### config.mk
export PLATFORM = sky130hd
export DESIGN_NAME = rv_id_stage
export DESIGN_NICKNAME = d
export VERILOG_FILES = /design/src/rtl/rv_pkg.sv /design/src/rtl/rv_fwd_mux.sv /design/src/rtl/rv_id_stage.sv
export SDC_FILE = /design/constraint.sdc
export NUM_CORES = 1
export LEC_CHECK = 0
export BUFFER_PORTS_ARGS = -buffer_cell sky130_fd_sc_hd__buf_2
export CORE_MARGIN = 10
export CORE_UTILIZATION = 35
export CTS_CLUSTER_SIZE = 25
export DETAILED_ROUTE_END_ITERATION = 10
export PLACE_DENSITY = 0.67
export SETUP_SLACK_MARGIN = 0.2
export SYNTH_ARGS = -nofsm -noshare
export SYNTH_HDL_FRONTEND = slang
export SYNTH_HIERARCHICAL = 1
export SYNTH_SLANG_ARGS = --single-unit
### constraint.sdc
create_clock -name clk -period 3.1 [get_ports clk]
set_input_delay 0.31 -clock clk [delete_from_list [all_inputs] [get_ports clk]]
set_output_delay 0.31 -clock clk [all_outputs]
set_load 0.1 [all_outputs]
### src/rtl/rv_pkg.sv
// Shared RV32I decode definitions: opcode constants, operand selectors and the micro-op record.
package rv_pkg;

    localparam int XLEN_DEFAULT = 32;

    localparam logic [6:0] OP_IMM = 7'b0010011;
    localparam logic [6:0] OP     = 7'b0110011;
    localparam logic [6:0] LUI    = 7'b0110111;
    localparam logic [6:0] AUIPC  = 7'b0010111;
    localparam logic [6:0] LOAD   = 7'b0000011;
    localparam logic [6:0] STORE  = 7'b0100011;
    localparam logic [6:0] BRANCH = 7'b1100011;
    localparam logic [6:0] JAL    = 7'b1101111;
    localparam logic [6:0] JALR   = 7'b1100111;

    typedef enum logic [1:0] {
        SEL_ZERO,
        SEL_RS,
        SEL_PC,
        SEL_IMM
    } opsel_t;

    typedef struct packed {
        logic [6:0] aluop;
        logic [2:0] alusel;
        logic [6:0] aluc;
        logic [4:0] wd;
        logic       wreg;
        logic       wmem;
        logic       rmem;
        logic       branch;
        logic       jump;
        logic       illegal;
    } uop_t;

    function automatic logic is_shift_imm(input logic [2:0] funct3);
        return (funct3 == 3'b001) || (funct3 == 3'b101);
    endfunction

endpackage

### src/rtl/rv_fwd_mux.sv
// Per-operand forwarding select: the youngest matching source wins, x0 always reads as zero.
module rv_fwd_mux
    import rv_pkg::*;
#(
    parameter int XLEN      = XLEN_DEFAULT,
    parameter int FWD_PORTS = 2
) (
    input  logic [4:0]              addr,
    input  logic [XLEN-1:0]         rf_data,
    input  logic [FWD_PORTS-1:0]    fwd_wreg,
    input  logic [5*FWD_PORTS-1:0]  fwd_wd,
    input  logic [XLEN*FWD_PORTS-1:0] fwd_wdata,
    input  logic [FWD_PORTS-1:0]    fwd_rmem,
    output logic [XLEN-1:0]         data,
    output logic                    load_pending
);

    // Walk from oldest to youngest so the lowest matching index overrides the rest.
    always_comb begin
        data         = rf_data;
        load_pending = 1'b0;
        for (int k = FWD_PORTS - 1; k >= 0; k--) begin
            if (fwd_wreg[k] && (fwd_wd[5*k +: 5] == addr)) begin
                data         = fwd_wdata[XLEN*k +: XLEN];
                load_pending = fwd_rmem[k];
            end
        end
        if (addr == 5'd0) begin
            data         = '0;
            load_pending = 1'b0;
        end
    end

endmodule

### src/rtl/rv_id_stage.sv
// RV32I decode stage with valid/ready output register, operand forwarding and load-use stall.
// Define RV_ID_ILLEGAL_TRAP_EN to pass illegal instructions downstream flagged with illegal_o.
module rv_id_stage
    import rv_pkg::*;
#(
    parameter int XLEN      = XLEN_DEFAULT,
    parameter int FWD_PORTS = 2
) (
    input  logic                      clk,
    input  logic                      rst,
    input  logic                      in_valid,
    output logic                      in_ready,
    input  logic [XLEN-1:0]           pc_i,
    input  logic [31:0]               inst_i,
    output logic [4:0]                rs1_addr_o,
    output logic [4:0]                rs2_addr_o,
    input  logic [XLEN-1:0]           rs1_data_i,
    input  logic [XLEN-1:0]           rs2_data_i,
    input  logic [FWD_PORTS-1:0]      fwd_wreg_i,
    input  logic [5*FWD_PORTS-1:0]    fwd_wd_i,
    input  logic [XLEN*FWD_PORTS-1:0] fwd_wdata_i,
    input  logic [FWD_PORTS-1:0]      fwd_rmem_i,
    input  logic                      flush_i,
    output logic                      out_valid,
    input  logic                      out_ready,
    output logic [XLEN-1:0]           pc_o,
    output logic [6:0]                aluop_o,
    output logic [2:0]                alusel_o,
    output logic [6:0]                aluc_o,
    output logic [XLEN-1:0]           reg1_o,
    output logic [XLEN-1:0]           reg2_o,
    output logic [XLEN-1:0]           imm_o,
    output logic [4:0]                wd_o,
    output logic                      wreg_o,
    output logic                      wmem_o,
    output logic                      rmem_o,
    output logic                      branch_o,
    output logic                      jump_o,
    output logic                      illegal_o
);

    logic [6:0] opcode;
    logic [2:0] funct3;
    logic [6:0] funct7;
    logic [4:0] rd;

    assign opcode     = inst_i[6:0];
    assign rd         = inst_i[11:7];
    assign funct3     = inst_i[14:12];
    assign funct7     = inst_i[31:25];
    assign rs1_addr_o = inst_i[19:15];
    assign rs2_addr_o = inst_i[24:20];

    logic [XLEN-1:0] rs1_val;
    logic [XLEN-1:0] rs2_val;
    logic            rs1_pending;
    logic            rs2_pending;

    rv_fwd_mux #(.XLEN(XLEN), .FWD_PORTS(FWD_PORTS)) u_fwd_rs1 (
        .addr         (rs1_addr_o),
        .rf_data      (rs1_data_i),
        .fwd_wreg     (fwd_wreg_i),
        .fwd_wd       (fwd_wd_i),
        .fwd_wdata    (fwd_wdata_i),
        .fwd_rmem     (fwd_rmem_i),
        .data         (rs1_val),
        .load_pending (rs1_pending)
    );

    rv_fwd_mux #(.XLEN(XLEN), .FWD_PORTS(FWD_PORTS)) u_fwd_rs2 (
        .addr         (rs2_addr_o),
        .rf_data      (rs2_data_i),
        .fwd_wreg     (fwd_wreg_i),
        .fwd_wd       (fwd_wd_i),
        .fwd_wdata    (fwd_wdata_i),
        .fwd_rmem     (fwd_rmem_i),
        .data         (rs2_val),
        .load_pending (rs2_pending)
    );

    logic               legal;
    logic               use_rs1;
    logic               use_rs2;
    logic               writes_rd;
    logic signed [31:0] imm32;
    opsel_t             sel1;
    opsel_t             sel2;
    uop_t               uop_d;

    always_comb begin
        legal     = 1'b1;
        use_rs1   = 1'b0;
        use_rs2   = 1'b0;
        writes_rd = 1'b0;
        imm32     = '0;
        sel1      = SEL_ZERO;
        sel2      = SEL_ZERO;
        uop_d        = '0;
        uop_d.aluop  = opcode;
        uop_d.alusel = funct3;
        uop_d.wd     = rd;
        case (opcode)
            OP: begin
                sel1 = SEL_RS; sel2 = SEL_RS;
                use_rs1 = 1'b1; use_rs2 = 1'b1; writes_rd = 1'b1;
                uop_d.aluc = funct7;
            end
            OP_IMM: begin
                sel1 = SEL_RS; sel2 = SEL_IMM;
                use_rs1 = 1'b1; writes_rd = 1'b1;
                if (is_shift_imm(funct3)) begin
                    imm32      = {27'b0, inst_i[24:20]};
                    uop_d.aluc = funct7;
                end else begin
                    imm32 = {{20{inst_i[31]}}, inst_i[31:20]};
                end
            end
            LOAD: begin
                legal = funct3 inside {3'b000, 3'b001, 3'b010, 3'b100, 3'b101};
                imm32 = {{20{inst_i[31]}}, inst_i[31:20]};
                sel1 = SEL_RS; sel2 = SEL_IMM;
                use_rs1 = 1'b1; writes_rd = 1'b1;
                uop_d.rmem = 1'b1;
            end
            STORE: begin
                legal = funct3 inside {3'b000, 3'b001, 3'b010};
                imm32 = {{20{inst_i[31]}}, funct7, rd};
                sel1 = SEL_RS; sel2 = SEL_RS;
                use_rs1 = 1'b1; use_rs2 = 1'b1;
                uop_d.wmem = 1'b1;
            end
            BRANCH: begin
                legal = !(funct3 inside {3'b010, 3'b011});
                imm32 = {{19{inst_i[31]}}, inst_i[31], inst_i[7], inst_i[30:25], inst_i[11:8], 1'b0};
                sel1 = SEL_RS; sel2 = SEL_RS;
                use_rs1 = 1'b1; use_rs2 = 1'b1;
                uop_d.branch = 1'b1;
            end
            LUI: begin
                imm32 = {inst_i[31:12], 12'b0};
                sel1 = SEL_ZERO; sel2 = SEL_IMM;
                writes_rd = 1'b1;
            end
            AUIPC: begin
                imm32 = {inst_i[31:12], 12'b0};
                sel1 = SEL_PC; sel2 = SEL_IMM;
                writes_rd = 1'b1;
            end
            JAL: begin
                imm32 = {{11{inst_i[31]}}, inst_i[31], inst_i[19:12], inst_i[20], inst_i[30:21], 1'b0};
                sel1 = SEL_PC; sel2 = SEL_IMM;
                writes_rd = 1'b1;
                uop_d.jump = 1'b1;
            end
            JALR: begin
                legal = (funct3 == 3'b000);
                imm32 = {{20{inst_i[31]}}, inst_i[31:20]};
                sel1 = SEL_RS; sel2 = SEL_IMM;
                use_rs1 = 1'b1; writes_rd = 1'b1;
                uop_d.jump = 1'b1;
            end
            default: legal = 1'b0;
        endcase
        uop_d.wreg = writes_rd && (rd != 5'd0);
        // An undecodable word must never stall or write anything downstream.
        if (!legal) begin
            use_rs1 = 1'b0;
            use_rs2 = 1'b0;
`ifdef RV_ID_ILLEGAL_TRAP_EN
            uop_d.wreg    = 1'b0;
            uop_d.wmem    = 1'b0;
            uop_d.rmem    = 1'b0;
            uop_d.branch  = 1'b0;
            uop_d.jump    = 1'b0;
            uop_d.illegal = 1'b1;
`else
            uop_d       = '0;
            uop_d.aluop = OP_IMM;
            sel1        = SEL_ZERO;
            sel2        = SEL_ZERO;
            imm32       = '0;
`endif
        end
    end

    logic [XLEN-1:0] imm_d;
    logic [XLEN-1:0] reg1_d;
    logic [XLEN-1:0] reg2_d;

    always_comb begin
        imm_d = XLEN'(imm32);
        case (sel1)
            SEL_RS:  reg1_d = rs1_val;
            SEL_PC:  reg1_d = pc_i;
            SEL_IMM: reg1_d = imm_d;
            default: reg1_d = '0;
        endcase
        case (sel2)
            SEL_RS:  reg2_d = rs2_val;
            SEL_PC:  reg2_d = pc_i;
            SEL_IMM: reg2_d = imm_d;
            default: reg2_d = '0;
        endcase
    end

    logic stall;
    logic load_en;

    assign stall    = in_valid & ((use_rs1 & rs1_pending) | (use_rs2 & rs2_pending));
    assign load_en  = ~out_valid | out_ready;
    assign in_ready = (~stall & load_en) | flush_i;

    uop_t            uop_q;
    logic [XLEN-1:0] pc_q;
    logic [XLEN-1:0] reg1_q;
    logic [XLEN-1:0] reg2_q;
    logic [XLEN-1:0] imm_q;

    // Reset and flush both empty the register; otherwise it refills with a micro-op or a bubble.
    always_ff @(posedge clk) begin
        if (rst || flush_i) begin
            out_valid <= 1'b0;
            uop_q     <= '0;
            pc_q      <= '0;
            reg1_q    <= '0;
            reg2_q    <= '0;
            imm_q     <= '0;
        end else if (load_en) begin
            if (in_valid && !stall) begin
                out_valid <= 1'b1;
                uop_q     <= uop_d;
                pc_q      <= pc_i;
                reg1_q    <= reg1_d;
                reg2_q    <= reg2_d;
                imm_q     <= imm_d;
            end else begin
                out_valid <= 1'b0;
                uop_q     <= '0;
                pc_q      <= '0;
                reg1_q    <= '0;
                reg2_q    <= '0;
                imm_q     <= '0;
            end
        end
    end

    assign pc_o      = pc_q;
    assign aluop_o   = uop_q.aluop;
    assign alusel_o  = uop_q.alusel;
    assign aluc_o    = uop_q.aluc;
    assign reg1_o    = reg1_q;
    assign reg2_o    = reg2_q;
    assign imm_o     = imm_q;
    assign wd_o      = uop_q.wd;
    assign wreg_o    = uop_q.wreg;
    assign wmem_o    = uop_q.wmem;
    assign rmem_o    = uop_q.rmem;
    assign branch_o  = uop_q.branch;
    assign jump_o    = uop_q.jump;
    assign illegal_o = uop_q.illegal;

endmodule
After elaboration in Yosys (flattened, before gate mapping)
Index checks and enable logic that the tools add are counted.

Flip-flop bits (word level): 157. Output and inout bits: 168.

Reduce and logical (&&, ||, !) cells: 26. Eq/ne operators: 24. Mux-type cells: 40. Bitwise operators: 9.

Operators with widths (number): 2-to-1 mux 32 bit (12); one-hot mux 32 bit (3 select lines) (2); one-hot mux 32 bit (6 select lines) (1); 2-to-1 mux 28 bit (2); == test 7 x 6 -> 1 bit, second input constant (3); == test 7 bit, second input constant (3); == test 5 bit (4); 2-to-1 mux 1 bit (16); == test 7 x 5 -> 1 bit, second input constant (2); one-hot mux 7 bit (2 select lines) (1); OR reduction 6 bit (2); logical NOT 5 bit (2); nonzero test 5 bit (2); == test 2 bit, second input constant (4); one-hot mux 2 bit (2 select lines) (2); OR reduction 2 bit (4); == test 7 x 2 -> 1 bit, second input constant (1); 2-to-1 mux 7 bit (1); OR reduction 7 bit (1); == test 3 x 2 -> 1 bit, second input constant (2); == test 3 bit, second input constant (2); logical AND 1 bit (6); one-hot mux 1 bit (5 select lines) (1); OR reduction 5 bit (1); 12 further kinds (22).

Depth between registers and ports, before layout
Depth after elaboration: 11. Mapped depth: 12. Mapped depth without buffers: 10.

Cells and area by module
The synthesis kept the hierarchy.

By module, submodules not included: rv_id_stage (instances 1, sequential area each 3123.0 um^2, area an instance 6108.4 um^2, cells an instance 659); rv_fwd_mux (instances 2, sequential area each 0.0 um^2, area an instance 1307.5 um^2, cells an instance 181).

Least setup slack after synthesis
No wires, ideal clock.

Path kind: input-to-output. From: in fwd_wd_i[8]. To: out in_ready. Stages on the path: 11. Buffers on the path: 1. Setup slack: 113 ps. Arrival: 2677 ps. Required time: 2790 ps. Cells stage by stage: xnor2_1 -> nand2_1 -> clkbuf_1 -> nor2_1 -> a31o_1 -> or4bb_1 -> o221ai_1 -> nand2_1 -> inv_1 -> a31oi_1 -> or2_2.

Cells in the longest elaborated chain, start to end: 11.

RTL lines: from (decl) (line rv_id_stage.sv:20) `input logic [5*FWD_PORTS-1:0] fwd_wd_i,`; == test 5 bit (line rv_fwd_mux.sv:23) `if (fwd_wreg[k] && (fwd_wd[5*k +: 5] == addr)) begin`; logical AND 1 bit (line rv_fwd_mux.sv:23); 2-to-1 mux 1 bit (2 in a row) (line rv_fwd_mux.sv:23); 2-to-1 mux 1 bit (line rv_fwd_mux.sv:28) `if (addr == 5'd0) begin`; named net rs2_pending (line rv_id_stage.sv:57) `logic rs2_pending;`; AND 1 bit (line rv_id_stage.sv:209) `assign stall = in_valid & ((use_rs1 & rs1_pending) | (use_rs2 & rs2_pending));`; bitwise OR 1 bit (line rv_id_stage.sv:209); AND 1 bit (line rv_id_stage.sv:209); NOT 1 bit (line rv_id_stage.sv:211) `assign in_ready = (~stall & load_en) | flush_i;`; AND 1 bit (line rv_id_stage.sv:211); bitwise OR 1 bit (line rv_id_stage.sv:211); to (decl) (line rv_id_stage.sv:12) `output logic in_ready,`.

The timed path passes the listed nets, and every way through them passes these cells.

Worst setup path in the final report
From: in inst_i[23]. To: out in_ready.

Cells in the longest elaborated chain, start to end: 11.

RTL lines: from (decl) (line rv_id_stage.sv:14) `input logic [31:0] inst_i,`; == test 5 bit (line rv_fwd_mux.sv:23); logical AND 1 bit (line rv_fwd_mux.sv:23); 2-to-1 mux 1 bit (2 in a row) (line rv_fwd_mux.sv:23); 2-to-1 mux 1 bit * (line rv_fwd_mux.sv:28); named net rs2_pending (line rv_id_stage.sv:57); AND 1 bit * (line rv_id_stage.sv:209); bitwise OR 1 bit * (line rv_id_stage.sv:209); AND 1 bit * (line rv_id_stage.sv:209); NOT 1 bit * (line rv_id_stage.sv:211); AND 1 bit * (line rv_id_stage.sv:211); bitwise OR 1 bit * (line rv_id_stage.sv:211).

Mark *: on every way through the listed nets, which the timed path passes. The rest lies on a longest branch.

==> flow_summary.yaml <==
status:
  run_status: "finished clean"
logic_synthesis:
  postSynthCellCount: 1021
  yosys-top-cells-area: "dfxtp_1 36%, a311oi_2 10%, a22o_1 8.0%"
  synth_enable_flop_cells: 0
  seq_area_frac_synth: 0.3580
  yosysTopAreaCell: "dfxtp_1"
  syn-num-nets: 1232
  netlist_area_sq_um: 8723
  ys_ff_latch: 156
  synth.top_cell.area_share: 0.3580
  yosys_warnings: 6
  synth_flop_cell: "dfxtp_1"
  async_reset_ff_frac: 0
  syn_area_per_cell_sq_um: 8.544
  yosysUniqueCellTypes: 63
routing:
  wl_per_cell_um: 25.15
  detail_route.drc_violations: 0
  post_drt_via_cell_ratio: 5.980
  detailed_route_via_count: 10090
  routed_wl_um: 42460
  drt_first_pass_iters: 8
  antenna_violating_nets_post_route: 0
  drt_iter0_markers: 1041
critical_path:
  critical_path.slowest_cell: "or4_4"
  critPathCaptureType: "primary output"
  cp_data_arrival_time_ns: 2.49
  reg2reg_from: "out_valid$_SDFFE_PP0N_"
  timing_worst_setup_path_type: "in2out"
  critical_path.top_delay_family: "simple AND/OR/NAND/NOR gates"
  critical_path.reg2reg.endpoint: "imm_o[9]$_SDFFE_PP0N_"
  reg2reg_slack_ns: 1.23
  worstPathRequired_ns: 2.79
  path_cells: "buf_2 -> buf_4 -> or4_4 -> nor2_4 -> nor2b_1 -> a31o_1 -> a21oi_2 -> o221ai_2 -> nand2_1 -> inv_2 -> a31oi_1 -> or2_4 -> buf_12"
  max_stage_delay_ns: 0.52
  worst_setup_path_start_kind: "primary input"
  critical_path.n_buffers_inverters: 4
  critical_path_peak_fanout: 4
  reg2reg_depth: 7
min_path:
  hold_path.startpoint: "pc_i[7]"
  hold-path-endpoint: "pc_o[7]$_SDFFE_PP0N_"
  worst_hold_path_type: "in2reg"
  number_of_cells_traversed_by_the_worst_hold_path: 2
placed_design:
  preCtsSetupSlack_ns: 0.07637
  post-place-cells: 1647
  gp_congestion: 0.9346
  count_of_port_buffers_added_during_placement: 377
  placed_wire_length_estimate_um: 32730
floorplan:
  design.core.area_sq_um: 24390
  dieWidth_um: 177.9
  floorplan.die_area_sq_um: 31640
  chipHeight_um: 177.9
  rows: 57
  pin_count: 379
  start_util: 0.3576
layout:
  syn_to_final_growth_pct: 33.00
  ff_latch_area_sq_um: 3123
  multiInputGateArea_sq_um: 5144
  final_common_cell: "buf_2"
  layout_filler_cell_count: 2417
  final_nets: 1557
  stdcell_count: 1688
  drive_above_1_share: 0.4025
  most-common-layout-cells: "376 x buf_2, 156 x dfxtp_1, 118 x nand2_1"
sta:
  maxSlewHeadroom: 0.2387
  setup_slack_ns: 0.2959
  timing_worst_slew_pin_value_ns: 1.141
  final.period_utilization: 0.9046
  clock_skew_ns: 0.008324
  timing.final.max_slew_violations: 0
  finalCriticalPeriod_ns: 2.804
  totalNegativeSetupSlack_ns: 0
  hold_violations: 0
  timing.fmax_mhz: 356.6
  rsz0062_at_grt: "no"
  setup_violations: 0
global_route:
  first_global_vias: 9998
  grt_first_pass_wirelength_um: 62340
  initial_antenna_violation_count: 8
  globalRouteTotalUtil: 0.2546
  grt-ovfl-total: 0
  grt_start_max_net_pins: 121
clocking:
  clkSinkCount: 156
  cts-root-to-sink-buffers: 2
  cts-htree-levels: 4
  clock-root-buffer: "clkbuf_16"
  clock_tree_from_tritoncts: "built"
  worst_setup_hold_path_clk_slew_ns: 0.08
  ctsHoldBuffers: 0
  numCtsBuffers: 17
  worstSkewPairLatency_ns: 0.43
power_and_ir_drop:
  combPwrFrac: 0.191
  power.ir.vdd_worst_mv: 0.3404
  cell_internal_pwr_w: 0.003386
  power.density_cell_area_nw_per_um2: 436.2
  p_leak_nw: 4.853
  switching_share: 0.3310
  share_clk_of_total_power: 0.408
  psw_w: 0.001675
  seqPwrFrac: 0.401
job:
  cap_violations: 0
==> layer usage <==
layer,vias up,global-route usage,wire length (um)
met3,66,0.07267,4580
li1,4597,-,-
met4,4,0.09344,1181
met2,633,0.4208,20230
met1,4794,0.3079,16440
met5,-,0,27
==> power groups by stage <==
stage	registers (W)	clock network (W)	logic, W
detailed placement	0.00207	0	0.000951
global placement	0.00207	0	0.000947
global route	0.00203	0.00218	0.00101
finish	0.00203	0.00207	0.000966
CTS	0.00203	0.00209	0.000953
floorplan	0.00219	0	0.000439
==> cells in the mapped netlist (all sizes together) (5+ instances only) <==
master  number
a22oi       44
dfxtp      156
nor2        17
or3         14
buf         36
a22o        80
a311oi      60
or2          5
xnor2       20
nor3        66
a21oi       20
a32o        11
nand2      120
nand3        6
clkbuf      83
nor2b        6
nand4       65
o21ai      141
inv          7
a211oi       6
==> state kept, by name, summed over array words and instances, names as in the netlist, 3 cells and up <==
signal / cells
wd_o: 5
aluc_o: 7
imm_o: 32
aluop_o: 7
reg2_o: 32
alusel_o: 3
reg1_o: 32
pc_o: 32
==> layout make-up <==
class | instances | share of cell area
timing repair buffer | 425 | 0.2014
antenna | 5 | 0.001078
clock inverter | 14 | 0.01078
inverter | 7 | 0.002265
multi-input combinational | 739 | 0.4433
tap | 324 | 0.03494
clock buffer | 18 | 0.03699
sequential | 156 | 0.2692
==> cells by family (layout without fill, tap and decap cells) <==
family / count (synthesis) / in the layout / share of synthesized area
buffers and inverters: 126 / 464 / 0.06713
XOR/XNOR: 20 / 20 / 0.02008
other: 1 / 6 / 0.0004299
AND/OR/NAND/NOR: 326 / 326 / 0.1916
AO/OA/AOI/OAI: 391 / 391 / 0.3616
flip-flops: 156 / 156 / 0.3580
multiplexers: 1 / 1 / 0.001147
==> how the worst max path moves through the flow <==
stage	to	from	slack (ns)	cells after the start
after floorplan	in_ready	fwd_wd_i[8]	0.25	11
after global routing	in_ready	inst_i[23]	0.18	13
final	in_ready	inst_i[23]	0.30	13
after CTS	in_ready	inst_i[23]	0.20	12
after global placement	imm_o[7]$_SDFFE_PP0N_	inst_i[23]	0.14	12
after detailed placement	imm_o[9]$_SDFFE_PP0N_	inst_i[23]	0.08	12
==> timing repair <==
item / CTS / global route
cloned: 0 / 0
pin swaps: 0 / 11
setup endpoints to repair: 1 / 1
gates resized for setup: 2 / 6
buffers inserted: 0 / 4
==> metrics by stage <==
step	total power (W)	area (sq um)	hold WS, ns	utilization
2_1_floorplan	0.002633	8726	0.4357	-
3_3_place_gp	0.003020	10960	0.4307	0.4495
3_5_place_dp	0.003025	10960	0.4376	0.4495
4_1_cts	0.005072	11530	0.08754	0.4727
5_1_grt	0.005221	11600	0.08933	0.4756
6_report	0.005061	11600	0.1020	0.4757
Power figures use the tool's default switching activity.
